<file path="config.mk">
export PLATFORM = sky130hd
export DESIGN_NAME = jtpopeye_prog_sdram
export DESIGN_NICKNAME = d
export VERILOG_FILES = /design/src/rtl/jtpopeye_sdram_pkg.sv /design/src/rtl/jtpopeye_prog_fifo.sv /design/src/rtl/jtpopeye_prog_sdram.sv
export SDC_FILE = /design/constraint.sdc
export NUM_CORES = 1
export LEC_CHECK = 0
export CORE_AREA = 2 2 127 129
export CTS_CLUSTER_SIZE = 12
export DETAILED_ROUTE_END_ITERATION = 8
export DIE_AREA = 0 0 129 131
export PLACE_DENSITY = 0.84
export REMOVE_ABC_BUFFERS = 1
export SYNTH_ARGS = -nofsm -noshare
export SYNTH_HDL_FRONTEND = slang
export SYNTH_SLANG_ARGS = --single-unit
</file>
<file path="constraint.sdc">
create_clock -name clk_rom -period 3.2 [get_ports clk_rom]
set_input_delay 0.32 -clock clk_rom [delete_from_list [all_inputs] [get_ports clk_rom]]
set_output_delay 0.32 -clock clk_rom [all_outputs]
set_load 0.01 [all_outputs]
</file>
<file path="src/rtl/jtpopeye_sdram_pkg.sv">
// Purpose: shared SDRAM command encodings, FSM states and the buffered-write record for the ROM download writer.
// Latency: n/a (declarations only).
// Backpressure: n/a.
package jtpopeye_sdram_pkg;

  // {cs_n, ras_n, cas_n, we_n}
  localparam logic [3:0] CMD_NOP       = 4'b0111;
  localparam logic [3:0] CMD_ACTIVE    = 4'b0011;
  localparam logic [3:0] CMD_WRITE     = 4'b0100;
  localparam logic [3:0] CMD_PRECHARGE = 4'b0010;
  localparam logic [3:0] CMD_REFRESH   = 4'b0001;
  localparam logic [3:0] CMD_MODE      = 4'b0000;

  // A10 selects auto-precharge on WRITE and "all banks" on PRECHARGE
  localparam int          A10      = 10;
  localparam logic [12:0] A10_MASK = 13'(1 << A10);

  typedef enum logic [3:0] {
    ST_INIT_WAIT = 4'd0,
    ST_PRE_ALL   = 4'd1,
    ST_REF1      = 4'd2,
    ST_REF2      = 4'd3,
    ST_MODE      = 4'd4,
    ST_IDLE      = 4'd5,
    ST_ACT       = 4'd6,
    ST_WR        = 4'd7,
    ST_REF       = 4'd8
  } state_t;

  typedef struct packed {
    logic [21:0] addr;
    logic [7:0]  data;
    logic [1:0]  mask;
  } prog_wr_t;

  // Column address with auto-precharge requested
  function automatic logic [12:0] wr_addr(input logic [8:0] col);
    return {4'b0000, col} | A10_MASK;
  endfunction

endpackage

</file>
<file path="src/rtl/jtpopeye_prog_fifo.sv">
// Purpose: synchronous write buffer between the download strobe and the SDRAM sequencer.
// Latency: entry visible on pop_dat the cycle after the push edge.
// Backpressure: none upstream; a push into a full FIFO without a same-cycle pop is dropped and sets sticky overflow.
// Ports: clk_rom/rst_n (sync, active-low); push/push_dat in; pop in, pop_dat = head; full, empty, overflow out.
module jtpopeye_prog_fifo #(
  parameter int W     = 32,
  parameter int DEPTH = 4
) (
  input  logic         clk_rom,
  input  logic         rst_n,
  input  logic         push,
  input  logic [W-1:0] push_dat,
  input  logic         pop,
  output logic [W-1:0] pop_dat,
  output logic         full,
  output logic         empty,
  output logic         overflow
);

  localparam int AW = $clog2(DEPTH);

  logic [W-1:0]  mem [DEPTH];
  logic [AW-1:0] wr_ptr;
  logic [AW-1:0] rd_ptr;
  logic [AW:0]   count;
  logic          push_ok;
  logic          pop_ok;

  assign full    = (count == (AW+1)'(DEPTH));
  assign empty   = (count == '0);
  assign pop_ok  = pop && !empty;
  // A pop in the same cycle frees the slot, so a full FIFO still accepts
  assign push_ok = push && (!full || pop_ok);
  assign pop_dat = mem[rd_ptr];

  // Storage needs no reset: pointers define which entries are valid
  always_ff @(posedge clk_rom) begin
    if (push_ok) mem[wr_ptr] <= push_dat;
  end

  always_ff @(posedge clk_rom) begin
    if (!rst_n) begin
      wr_ptr   <= '0;
      rd_ptr   <= '0;
      count    <= '0;
      overflow <= 1'b0;
    end else begin
      if (push_ok) wr_ptr <= wr_ptr + AW'(1);
      if (pop_ok)  rd_ptr <= rd_ptr + AW'(1);
      count <= count + (AW+1)'(push_ok) - (AW+1)'(pop_ok);
      if (push && !push_ok) overflow <= 1'b1;
    end
  end

endmodule

</file>
<file path="src/rtl/jtpopeye_prog_sdram.sv">
// Purpose: SDRAM writer for ROM download: power-up sequence, then ACTIVE/WRITE-autoprecharge per buffered byte, refresh interleaved.
// Latency: ACTIVE one edge after the write strobe is sampled (idle, empty FIFO), WRITE TRCD edges later.
// Backpressure: none; bytes beyond FIFO_DEPTH are dropped and flagged on sticky overflow.
// Ports: clk_rom, rst_n (sync, active-low); prog_addr/data/mask/we in; sdram_cmd/ba/a/dq/dq_oe/dqm out (registered);
//        init_done, prog_busy, overflow status out.
module jtpopeye_prog_sdram
  import jtpopeye_sdram_pkg::*;
#(
  parameter int          FIFO_DEPTH = 4,
  parameter int          TRCD       = 2,
  parameter int          TWRP       = 4,
  parameter int          TRFC       = 7,
  parameter int          REF_INT    = 780,
  parameter int          INIT_WAIT  = 10000,
  parameter logic [12:0] MODE_REG   = 13'h220
) (
  input  logic        clk_rom,
  input  logic        rst_n,
  input  logic [21:0] prog_addr,
  input  logic [7:0]  prog_data,
  input  logic [1:0]  prog_mask,
  input  logic        prog_we,
  output logic [3:0]  sdram_cmd,
  output logic [1:0]  sdram_ba,
  output logic [12:0] sdram_a,
  output logic [15:0] sdram_dq,
  output logic        sdram_dq_oe,
  output logic [1:0]  sdram_dqm,
  output logic        init_done,
  output logic        prog_busy,
  output logic        overflow
);

  localparam int WAIT_A   = (INIT_WAIT > TRFC) ? INIT_WAIT : TRFC;
  localparam int WAIT_B   = (TWRP > TRCD) ? TWRP : TRCD;
  localparam int WAIT_MAX = (WAIT_A > WAIT_B) ? WAIT_A : WAIT_B;
  localparam int CW       = $clog2(WAIT_MAX + 1);
  localparam int RW       = (REF_INT > 1) ? $clog2(REF_INT) : 1;
  localparam logic [RW-1:0] REF_LAST = RW'(REF_INT - 1);

  state_t        state;
  logic [CW-1:0] wait_cnt;
  logic [RW-1:0] ref_cnt;
  logic          ref_pend;
  logic          ref_expire;
  prog_wr_t      push_dat;
  prog_wr_t      head;
  logic          fifo_full;
  logic          fifo_empty;
  logic          pop;

  assign push_dat   = {prog_addr, prog_data, prog_mask};
  // The head is consumed on the edge that issues WRITE, while its fields are registered onto the pins
  assign pop        = (state == ST_ACT) && (wait_cnt == '0);
  assign ref_expire = init_done && (ref_cnt == REF_LAST);

  jtpopeye_prog_fifo #(
    .W     ($bits(prog_wr_t)),
    .DEPTH (FIFO_DEPTH)
  ) u_fifo (
    .clk_rom  (clk_rom),
    .rst_n    (rst_n),
    .push     (prog_we),
    .push_dat (push_dat),
    .pop      (pop),
    .pop_dat  (head),
    .full     (fifo_full),
    .empty    (fifo_empty),
    .overflow (overflow)
  );

  // Each state is entered on the edge that issues its command; wait_cnt then
  // counts the NOP cycles before the state's exit decision is taken.
  always_ff @(posedge clk_rom) begin
    if (!rst_n) begin
      state       <= ST_INIT_WAIT;
      wait_cnt    <= CW'(INIT_WAIT);
      ref_cnt     <= '0;
      ref_pend    <= 1'b0;
      init_done   <= 1'b0;
      prog_busy   <= 1'b0;
      sdram_cmd   <= CMD_NOP;
      sdram_ba    <= 2'b00;
      sdram_a     <= '0;
      sdram_dq    <= '0;
      sdram_dq_oe <= 1'b0;
      sdram_dqm   <= 2'b11;
    end else begin
      sdram_cmd   <= CMD_NOP;
      sdram_ba    <= 2'b00;
      sdram_a     <= '0;
      sdram_dq_oe <= 1'b0;
      sdram_dqm   <= 2'b11;
      // Lags the state by one cycle; the strobe term covers a byte still in flight into the FIFO
      prog_busy   <= (state != ST_IDLE) || !fifo_empty || fifo_full || prog_we;

      // Repeated expiries while a request is outstanding fold into it
      if (init_done) begin
        if (ref_cnt == REF_LAST) begin
          ref_cnt  <= '0;
          ref_pend <= 1'b1;
        end else begin
          ref_cnt <= ref_cnt + RW'(1);
        end
      end

      if (wait_cnt != '0) begin
        wait_cnt <= wait_cnt - CW'(1);
      end else begin
        case (state)
          ST_INIT_WAIT: begin
            state     <= ST_PRE_ALL;
            sdram_cmd <= CMD_PRECHARGE;
            sdram_a   <= A10_MASK;
            wait_cnt  <= CW'(2);
          end
          ST_PRE_ALL: begin
            state     <= ST_REF1;
            sdram_cmd <= CMD_REFRESH;
            wait_cnt  <= CW'(TRFC);
          end
          ST_REF1: begin
            state     <= ST_REF2;
            sdram_cmd <= CMD_REFRESH;
            wait_cnt  <= CW'(TRFC);
          end
          ST_REF2: begin
            state     <= ST_MODE;
            sdram_cmd <= CMD_MODE;
            sdram_a   <= MODE_REG;
            wait_cnt  <= CW'(2);
          end
          ST_MODE: begin
            state     <= ST_IDLE;
            init_done <= 1'b1;
          end
          ST_IDLE: begin
            if (ref_pend) begin
              state     <= ST_REF;
              sdram_cmd <= CMD_REFRESH;
              // A fresh expiry on this same edge must survive the clear
              ref_pend  <= ref_expire;
              // The IDLE cycle that follows supplies the last NOP of tRFC
              wait_cnt  <= CW'(TRFC - 1);
            end else if (!fifo_empty) begin
              state     <= ST_ACT;
              sdram_cmd <= CMD_ACTIVE;
              sdram_a   <= head.addr[21:9];
              wait_cnt  <= CW'(TRCD - 1);
            end
          end
          ST_ACT: begin
            state       <= ST_WR;
            sdram_cmd   <= CMD_WRITE;
            sdram_a     <= wr_addr(head.addr[8:0]);
            sdram_dq    <= {head.data, head.data};
            sdram_dq_oe <= 1'b1;
            sdram_dqm   <= head.mask;
            wait_cnt    <= CW'(TWRP - 1);
          end
          ST_WR, ST_REF: begin
            state <= ST_IDLE;
          end
          default: begin
            state    <= ST_INIT_WAIT;
            wait_cnt <= CW'(INIT_WAIT);
          end
        endcase
      end
    end
  end

endmodule

</file>
==> results of run 1 <==
-- cell usage in the layout, fill, tap and decap left out, drive strengths merged, types with 9 or more instances in the layout --
cell type,count
ha,9
mux4,32
dfxtp,68
inv,19
clkdlybuf4s50,72
and3,9
clkbuf,17
xnor2,12
a21oi,22
nand2,47
a22oi,10
nor2,44
nor3,11
buf,19
o21ai,13
edfxtp,128
-- state kept, by name (all words and copies together) (netlist names), named ones only --
name / flops
sdram_a: 13
u_fifo.mem: 128
sdram_cmd: 3
u_fifo.wr_ptr: 2
u_fifo.rd_ptr: 2
u_fifo.count: 3
ref_pend: 1
ref_cnt: 10
sdram_dqm: 2
sdram_dq: 8
sdram_dq_oe: 1
init_done: 1
u_fifo.overflow: 1
state: 4
prog_busy: 1
wait_cnt: 14
-- kinds of logic after synthesis --
logic type | Yosys count | share of synthesized area
flip-flops | 196 | 0.666
AND/OR/NAND/NOR | 165 | 0.106
AO/OA/AOI/OAI | 69 | 0.0594
buffers and inverters | 49 | 0.0347
multiplexers | 33 | 0.0935
XOR/XNOR | 20 | 0.0224
adder cells (fa/ha/maj) | 10 | 0.0170
other | 1 | 0.000480
-- how the worst min path moves through the flow --
| stage | end | slack, ns | depth (start not counted) |
|---|---|---|---|
| 6_report | sdram_dq[13] | 0.48 | 2 |
| 5_1_grt | sdram_dq[13] | 0.50 | 2 |
| 4_1_cts | sdram_dq[13] | 0.48 | 2 |
| 3_5_place_dp | sdram_dq[13] | 0.47 | 2 |
| 3_3_place_gp | sdram_dq[12] | 0.46 | 2 |
| 2_1_floorplan | wait_cnt[10] | 0.40 | 1 |
-- cell type report --
cell class,count,share of cell area
Clock inverter,15,0.0172
Timing Repair Buffer,91,0.0938
Multi-Input combinational cell,300,0.252
Clock buffer,17,0.0456
Tap cell,216,0.0290
Inverter,11,0.00442
Sequential cell,196,0.558
-- tightest hold or removal path: stages, from the launching register on --
cell and delay, ns:
dfxtp_1 0.32, nand2_1 0.06, a21oi_1 0.05
-- through the flow --
step / std cells / util / cell area, um2 / worst slack [ns] / hold slack (ns)
2_1_floorplan: 507 / - / 7590 / -0.411 / 0.396
6_report: 846 / 0.598 / 9330 / 0.180 / 0.478
3_3_place_gp: 814 / 0.561 / 8750 / 0.330 / 0.460
4_1_cts: 846 / 0.598 / 9330 / 0.203 / 0.477
3_5_place_dp: 814 / 0.561 / 8750 / 0.216 / 0.467
5_1_grt: 846 / 0.598 / 9330 / 0.0130 / 0.502
-- layer usage --
layer	wire [um]	global-route usage
met4	278	0.0812
met5	0	0
met2	8140	0.338
met3	888	0.0403
met1	6060	0.233
-- report_power, final --
part	internal [uW]	switching, uW	total (uW)
Combinational	204	265	468
Clock	1040	1000	2050
Sequential	2900	76.4	2980
==> run summary, run 1 <==
Largest net degree at the start of global routing - 29
Syn avg cell area - 14.4 um2
Peak supply drop - 0.000409 V
DR iter-0 viols - 442
Yosys top cell by area - edfxtp_1
Worst Setup Start Kind - register
Crit. Startpoint - wait_cnt[0]
Synth Cell Area - 0.00781 mm2
Endpoints failing setup - 0
Routed vias/inst - 5.58
Gate Count Post-Synth - 543
Crit. path cell count - 10
Final hold vios - 0
Initial DRT Pass Iterations - 7
Die H - 131 um
Most common flop cell mapped by yosys - edfxtp_1
Die outline area - 0.0169 mm2
Worst Skew - 0.0111 ns
CTS tree - done
Antenna violations before repair - 0
Minimum clock period - 3.02 ns
Total gr overflow - 0
#FFs+latches synth - 196
Worst Setup EP - u_fifo.count[1]
Setup CP Type - reg -> reg
First-pass GRT wire length - 24.4 mm
Final Cycle Share - 0.944
Die Span X - 129 um
Core ar. - 0.0156 mm2
Count leader, synth - edfxtp_1
Sequential area share after synthesis - 0.666
Most used cell, CP - ha_1
Inserted Clock Buffers - 17
Crit-path cells - inv_1 -> ha_1 -> or4b_1 -> nor4_1 -> and3_1 -> ha_1 -> inv_1 -> ha_1 -> fa_1 -> and2_1
RSZ-0062 raised after global routing - no
Lkg Pwr - 0.00304 uW
Layout cells sized above 1 - 0.154
Post-CTS sizing - 0
# DRC - 0
Multi-input logic area - 0.00235 mm2
Number of flops mapped to enable cells by yosys - 128
WL per Instance - 18.2 um
Port Buf Inserts - 72
Post-CTS Setup Inserts - 0
Ranking of synthesized cells by area - edfxtp_1 49%, dfxtp_1 17%, mux4_2 9.2%, nand2_1 2.3%, nor2_1 2.1%
Power per Cell Area - 589 mW/mm2
Clk sinks - 196
Gp weighted congestion - 0.817
Worst Hold Class - reg -> reg
Synth Warn # - 0
Worst-path clk slew - 0.07 ns
Initial Utilization - 0.501
WP data arrival - 3.35 ns
HPWL after DPL - 10.2 mm
R2r startpoint - wait_cnt[0]
Slew @ Worst Pin - 0.693 ns
CP max FO - 6
R2R Path End - u_fifo.count[1]
Number of distinct library cells after synthesis - 59
Final WL - 15.4 mm
Filler instances - 1130
I/O pin count - 76
Async SR Flop Fraction - 0
Rel. slew slack - 0.537
Worst r2r path cells - 10
Setup_tns - 0 ns
Overall power - 5500 uW
H-tree levels - 4
Buffers and inverters on the worst path - 2
Vias in the first global route - 4786
CTS Hold Bufs - 0
Sequential Area - 0.00521 mm2
Post-synth top cells - 128 x edfxtp_1, 68 x dfxtp_1, 47 x nand2_1
CP max stage delay - 0.54 ns
Antenna Cells - 0
Clk_lat worst skew - 0.43 ns
CTS Buffer Depth - 2
Worst endpoint required time - 3.53 ns
Area Overhead vs Synth - 19.5%
Slowest-stage cell, CP - or4b_1
Nets - 662
Row cnt - 46
Post-DRT Antenna Nets - 0
Hold_sp - sdram_dq[13]
Max Slew Vio Count - 0
Share of the synthesized area in the top cell type - 0.492
Cell family with most CP delay - simple AND/OR/NAND/NOR gates
Tot GR Track Use - 0.192
Status - finished, final reports clean
CP Capture Type - register
Max Freq - 0.331 GHz
Root buffer cell - clkbuf_16
Max-cap violations - 0
Vias - 4721
Reg2reg setup slack - 0.18 ns
(Power assumes the default switching activity.)
==> run 2: changes to the inputs <==
--- a/config.mk
+++ b/config.mk
@@ -9,8 +9,9 @@
 export CTS_CLUSTER_SIZE = 12
 export DETAILED_ROUTE_END_ITERATION = 8
 export DIE_AREA = 0 0 129 131
-export PLACE_DENSITY = 0.84
+export PLACE_DENSITY = 0.83
 export REMOVE_ABC_BUFFERS = 1
 export SYNTH_ARGS = -nofsm -noshare
 export SYNTH_HDL_FRONTEND = slang
+export SYNTH_HIERARCHICAL = 1
 export SYNTH_SLANG_ARGS = --single-unit
==> run summary, run 2 <==
Worst Skew - 0.0136 ns (+0.00251 ns)
Setup CP Type - reg -> reg
Die outline area - 0.0169 mm2 (unchanged)
H-tree levels - 4 (unchanged)
Final hold vios - 0 (unchanged)
Area Overhead vs Synth - 22.2%
Biggest register - u_fifo/mem
Vias - 4725 (+0.085%)
Most common flop cell mapped by yosys - edfxtp_1
Antenna violations before repair - 0 (unchanged)
Slew @ Worst Pin - 0.734 ns (+0.0410 ns)
Peak supply drop - 0.000673 V (+65%)
Post-synth top cells - 128 x edfxtp_1, 68 x dfxtp_1, 32 x mux4_2
Gate Count Post-Synth - 525 (-3.3%)
Slowest-stage cell, CP - or4_4
Synth Warn # - 6 (+6)
I/O pin count - 76 (unchanged)
Core ar. - 0.0156 mm2 (unchanged)
CP Capture Type - register
HPWL after DPL - 10.3 mm (+1.7%)
Total gr overflow - 0 (unchanged)
Clk sinks - 196 (unchanged)
Largest registers - u_fifo/mem: 128 flops, wait_cnt: 14 flops, sdram_a: 13 flops
Number of distinct library cells after synthesis - 58 (-1.7%)
Power per Cell Area - 591 mW/mm2 (+0.35%)
First-pass GRT wire length - 24.8 mm (+1.9%)
Post-DRT Antenna Nets - 0 (unchanged)
Layout cells sized above 1 - 0.188 (+0.0345)
Filler instances - 1137 (+0.62%)
CTS Buffer Depth - 2 (unchanged)
Status - finished, final reports clean
Max FFs per register - 128 (unchanged)
Endpoints failing setup - 0 (unchanged)
Async SR Flop Fraction - 0 (unchanged)
Max Slew Vio Count - 0 (unchanged)
Worst Hold Class - reg -> reg
#FFs+latches synth - 196 (unchanged)
Minimum clock period - 3.15 ns (+0.135 ns)
Min Hold Slack - 0.494 ns (+0.0159 ns)
CP max stage delay - 0.58 ns (+0.04 ns)
Tot GR Track Use - 0.198 (+0.00575)
Port Buf Inserts - 72 (unchanged)
Final WL - 15.8 mm (+2.7%)
Worst-path clk slew - 0.07 ns (about the same)
CP max FO - 3 (-3)
Global-route track usage on met2 - 0.347 (+0.00903)
Worst Setup Start Kind - register
Ranking of synthesized cells by area - edfxtp_1 49%, dfxtp_1 17%, mux4_2 9.2%, a21oi_1 1.7%, o21ai_0 1.6%
Cell family with most CP delay - simple AND/OR/NAND/NOR gates
Initial DRT Pass Iterations - 5 (-2)
Antenna Cells - 0 (unchanged)
Rel. slew slack - 0.510 (-0.0271)
Inserted Clock Buffers - 17 (unchanged)
Utilization after layout - 0.610 (+0.0120)
Worst endpoint required time - 3.52 ns (about the same)
Synth Cell Area - 0.00779 mm2 (-0.27%)
Root buffer cell - clkbuf_16
Routed vias/inst - 5.61 (+0.56%)
Share of the synthesized area in the top cell type - 0.493 (+0.00134)
Commonest non-fill, non-tap cell in the layout - edfxtp_1
Max Freq - 0.317 GHz (-4.3%)
Sequential area share after synthesis - 0.668 (+0.00182)
Largest net degree at the start of global routing - 33 (+14%)
Grt met1 use - 0.246 (+0.0137)
Count leader, synth - edfxtp_1
Max-cap violations - 0 (unchanged)
# DRC - 0 (unchanged)
Yosys top cell by area - edfxtp_1
Lkg Pwr - 0.00320 uW (+5.4%)
WP data arrival - 3.48 ns (+0.13 ns)
Syn avg cell area - 14.8 um2 (+3.1%)
Vias in the first global route - 4674 (-2.3%)
CTS tree - done
CTS Hold Bufs - 0 (unchanged)
Die Span X - 129 um (unchanged)
WL per Instance - 18.8 um (+3.2%)
Buffers and inverters on the worst path - 2 (unchanged)
DR iter-0 viols - 669 (+51%)
Initial Utilization - 0.500 (-0.00136)
Routing usage on met3 - 0.0505 (+0.0102)
Number of flops mapped to enable cells by yosys - 128 (unchanged)
Crit-path cells - inv_2 -> ha_4 -> or4b_4 -> or4_4 -> nor2_4 -> o31ai_4 -> or2_1 -> buf_4 -> fa_2 -> xor2_2 -> xnor2_1 -> and2_1
Final Cycle Share - 0.986 (+0.0422)
Clk_lat worst skew - 0.43 ns (about the same)
Nets - 656 (-0.91%)
RSZ-0062 raised after global routing - yes
Gp weighted congestion - 0.879 (+7.6%)
Die H - 131 um (unchanged)
Global routing's busiest layer - met2
Row cnt - 46 (unchanged)
Most frequent cells in the layout - 128 x edfxtp_1, 72 x clkdlybuf4s50_1, 65 x dfxtp_1, 32 x mux4_2, 29 x buf_4
-- run 2: cell types whose count changed after synthesis, moves of 7 or more --
| cell | previous run | this run |
|---|---|---|
| clkbuf_1 | 10 | 17 |
| o21ai_0 | 12 | 25 |
| nand2_1 | 47 | 21 |
| nor2b_1 | 2 | 9 |
| a22oi_1 | 10 | 1 |
| nor2_1 | 44 | 28 |
| a22o_1 | 0 | 8 |
| nand3_1 | 3 | 13 |
-- run 2: per-stage QoR --
step / total power, uW / setup WS (ns) / instance area, um2 / cells / setup TNS, ns
floorplan: 3260 / -0.273 / 7570 / 489 / -35.49
global placement: 3460 / 0.0250 / 8840 / 806 / 0
detailed placement: 3500 / -0.0944 / 8840 / 806 / -0.0944
CTS: 5630 / 0.0533 / 9450 / 838 / 0
global route: 5810 / -0.0445 / 9520 / 842 / -0.0509
finish: 5620 / 0.0452 / 9520 / 842 / 0
-- run 2: power breakdown --
part           switching [uW]  internal (uW)
Combinational             260            239
Clock                     954           1200
Sequential               82.4           2890
-- run 2: final cells by class --
type                       instances  area, um2  area share
clock buffer                      19        443      0.0465
sequential                       196       5210       0.547
timing repair buffer             105       1020       0.107
tap                              216        270      0.0284
multi-input combinational        285       2390       0.251
clock inverter                    13        160      0.0168
inverter                           8       30.0     0.00315
-- run 2: final timing paths --
kind         slack [ns]  cells past startpoint    startpoint         endpoint
min                0.49                      2  sdram_dq[14]     sdram_dq[14]
min reg2reg        0.49                      2  sdram_dq[14]     sdram_dq[14]
max                0.05                     12   wait_cnt[1]  u_fifo/count[2]
max reg2reg        0.05                     12   wait_cnt[1]  u_fifo/count[2]
-- run 2: logic make-up after synthesis --
group,count (synthesis),share of synthesized area
adder cells (fa/ha/maj),8,0.0138
buffers and inverters,46,0.0331
multiplexers,38,0.100
XOR/XNOR,17,0.0191
AND/OR/NAND/NOR,137,0.0983
flip-flops,196,0.668
AO/OA/AOI/OAI,82,0.0671
other,1,0.000481
-- run 2: worst reg2reg max path, cell delays in order (launching register included) --
cell and delay, ns:
dfxtp_2 0.33, inv_2 0.07, ha_4 0.13, or4b_4 0.46, or4_4 0.58, nor2_4 0.14
o31ai_4 0.09, or2_1 0.26, buf_4 0.15, fa_2 0.39, xor2_2 0.16, xnor2_1 0.14
and2_1 0.14
-- run 2: timing repair --
item / 4_1_cts / 5_1_grt
setup buffers: 0 / 4
resized for setup: 2 / 10
pin swaps: 1 / 7
endpoints found under the setup margin: 1 / 1
-- run 2: metal layers --
metal  share of wire  wire, um  vias up
li1                -         -     2149
met1            0.42      6630     2351
met2            0.51      8110      202
met3           0.055       864       23
met4           0.012       184        0
met5               0         0        -
==> run 3: changes to the inputs <==
--- a/config.mk
+++ b/config.mk
@@ -11,6 +11,7 @@
 export DIE_AREA = 0 0 129 131
 export PLACE_DENSITY = 0.83
 export REMOVE_ABC_BUFFERS = 1
+export SKIP_CTS_REPAIR_TIMING = 1
 export SYNTH_ARGS = -nofsm -noshare
 export SYNTH_HDL_FRONTEND = slang
 export SYNTH_HIERARCHICAL = 1
==> run summary, run 3 (synthesized netlist as in run 2, its figures left out) <==
Clk_lat worst skew - 0.43 ns (about the same)
Die Span X - 129 um (unchanged)
Final WL - 15.7 mm (-0.51%)
Setup CP Type - reg -> reg
Post-DRT Antenna Nets - 0 (unchanged)
First-pass GRT wire length - 24.8 mm (about the same)
DR iter-0 viols - 622 (-7.0%)
CTS tree - done
Inserted Clock Buffers - 17 (unchanged)
Worst endpoint required time - 3.52 ns (about the same)
H-tree levels - 4 (unchanged)
Largest net degree at the start of global routing - 33 (unchanged)
Gp weighted congestion - 0.879 (unchanged)
Max Slew Vio Count - 0 (unchanged)
Worst-path clk slew - 0.07 ns (about the same)
Vias in the first global route - 4673 (-0.021%)
Clk sinks - 196 (unchanged)
Final hold vios - 0 (unchanged)
Lkg Pwr - 0.00319 uW (-0.48%)
# DRC - 0 (unchanged)
CP Capture Type - register
Core ar. - 0.0156 mm2 (unchanged)
Initial Utilization - 0.500 (unchanged)
Status - finished, final reports clean
Endpoints failing setup - 0 (unchanged)
Die outline area - 0.0169 mm2 (unchanged)
Antenna Cells - 0 (unchanged)
WL per Instance - 18.7 um (-0.15%)
Initial DRT Pass Iterations - 5 (unchanged)
Biggest register - u_fifo/mem
Worst Hold Class - reg -> reg
Worst Setup Start Kind - register
I/O pin count - 76 (unchanged)
CP max FO - 3 (unchanged)
Layout cells sized above 1 - 0.180 (-0.00872)
Setup_tns - 0 ns (unchanged)
Pre-CTS WS - -0.0944 ns (unchanged)
Largest registers - u_fifo/mem: 128 flops, wait_cnt: 14 flops, sdram_a: 13 flops
Antenna violations before repair - 0 (unchanged)
Most frequent cells in the layout - 128 x edfxtp_1, 72 x clkdlybuf4s50_1, 67 x dfxtp_1, 32 x mux4_2, 27 x nor2_1
Power per Cell Area - 592 mW/mm2 (+0.17%)
Die H - 131 um (unchanged)
DP Cell Count - 806 (unchanged)
Rel. slew slack - 0.513 (+0.00334)
Post-Layout Cell Count - 839 (-0.36%)
CTS Buffer Depth - 2 (unchanged)
Root buffer cell - clkbuf_16
Final Cycle Share - 0.971 (-0.0153)
Max-cap violations - 0 (unchanged)
Routed vias/inst - 5.61 (about the same)
Worst Skew - 0.0123 ns (-0.00138 ns)
Post-layout worst setup margin - 0.0943 ns (+0.0491 ns)
Total gr overflow - 0 (unchanged)
Fin area - 0.00949 mm2 (-0.37%)
Commonest non-fill, non-tap cell in the layout - edfxtp_1
Max Freq - 0.322 GHz (+1.6%)
Nets - 653 (-0.46%)
WP data arrival - 3.43 ns (-0.05 ns)
Row cnt - 46 (unchanged)
Port Buf Inserts - 72 (unchanged)
Placed cell area - 0.00884 mm2 (unchanged)
HPWL after DPL - 10.3 mm (unchanged)
Slew @ Worst Pin - 0.729 ns (-0.00500 ns)
Max FFs per register - 128 (unchanged)
Vias - 4705 (-0.42%)
Overall power - 5610 uW (-0.20%)
Minimum clock period - 3.11 ns (-0.0491 ns)
Tot GR Track Use - 0.198 (about the same)
Peak supply drop - 0.000674 V (+0.13%)
Area Overhead vs Synth - 21.7%
run 3: layout make-up:
| class | instances | area [um2] |
|---|---|---|
| Multi-Input combinational cell | 285 | 2380 |
| Sequential cell | 196 | 5210 |
| Clock inverter | 13 | 160 |
| Timing Repair Buffer | 102 | 996 |
| Fill cell | 1140 | 6110 |
| Clock buffer | 19 | 443 |
| Inverter | 8 | 30.0 |
| Tap cell | 216 | 270 |
run 3: where the power goes:
group	leakage, uW	internal [uW]	switching, uW
Combinational	0.00116	233	257
Sequential	0.00172	2890	81.9
Clock	0.000299	1200	952
run 3: worst max-delay path, cell delays in order (launching register included):
cell and delay, ns:
dfxtp_1 0.31, inv_1 0.07, ha_2 0.17, or4b_4 0.48, or4_4 0.47, nor2_4 0.13
o31ai_4 0.10, or2_1 0.26, buf_4 0.15, fa_2 0.40, xor2_2 0.16, xnor2_1 0.14
and2_1 0.16
run 3: stage by stage:
step / util / hold WS, ns
finish: 0.608 / 0.493
global route: 0.608 / 0.521
CTS: 0.606 / 0.492
detailed placement: 0.567 / 0.478
global placement: 0.567 / 0.464
floorplan: - / 0.391
run 3: routing by layer:
metal | routed length [um] | global-route usage | vias to the layer above
met2 | 8060 | 0.347 | 199
met1 | 6570 | 0.246 | 2342
met4 | 170 | 0.0563 | 0
met5 | 0 | 0 | -
met3 | 914 | 0.0505 | 21
li1 | - | - | 2143
run 3: worst paths after layout:
| check | cells past startpoint | slack [ns] | startpoint | end |
|---|---|---|---|---|
| setup / recovery | 12 | 0.09 | wait_cnt[1] | u_fifo/count[2] |
| hold / removal | 2 | 0.49 | sdram_dq[14] | sdram_dq[14] |
| setup reg to reg | 12 | 0.09 | wait_cnt[1] | u_fifo/count[2] |
| hold reg to reg | 2 | 0.49 | sdram_dq[14] | sdram_dq[14] |
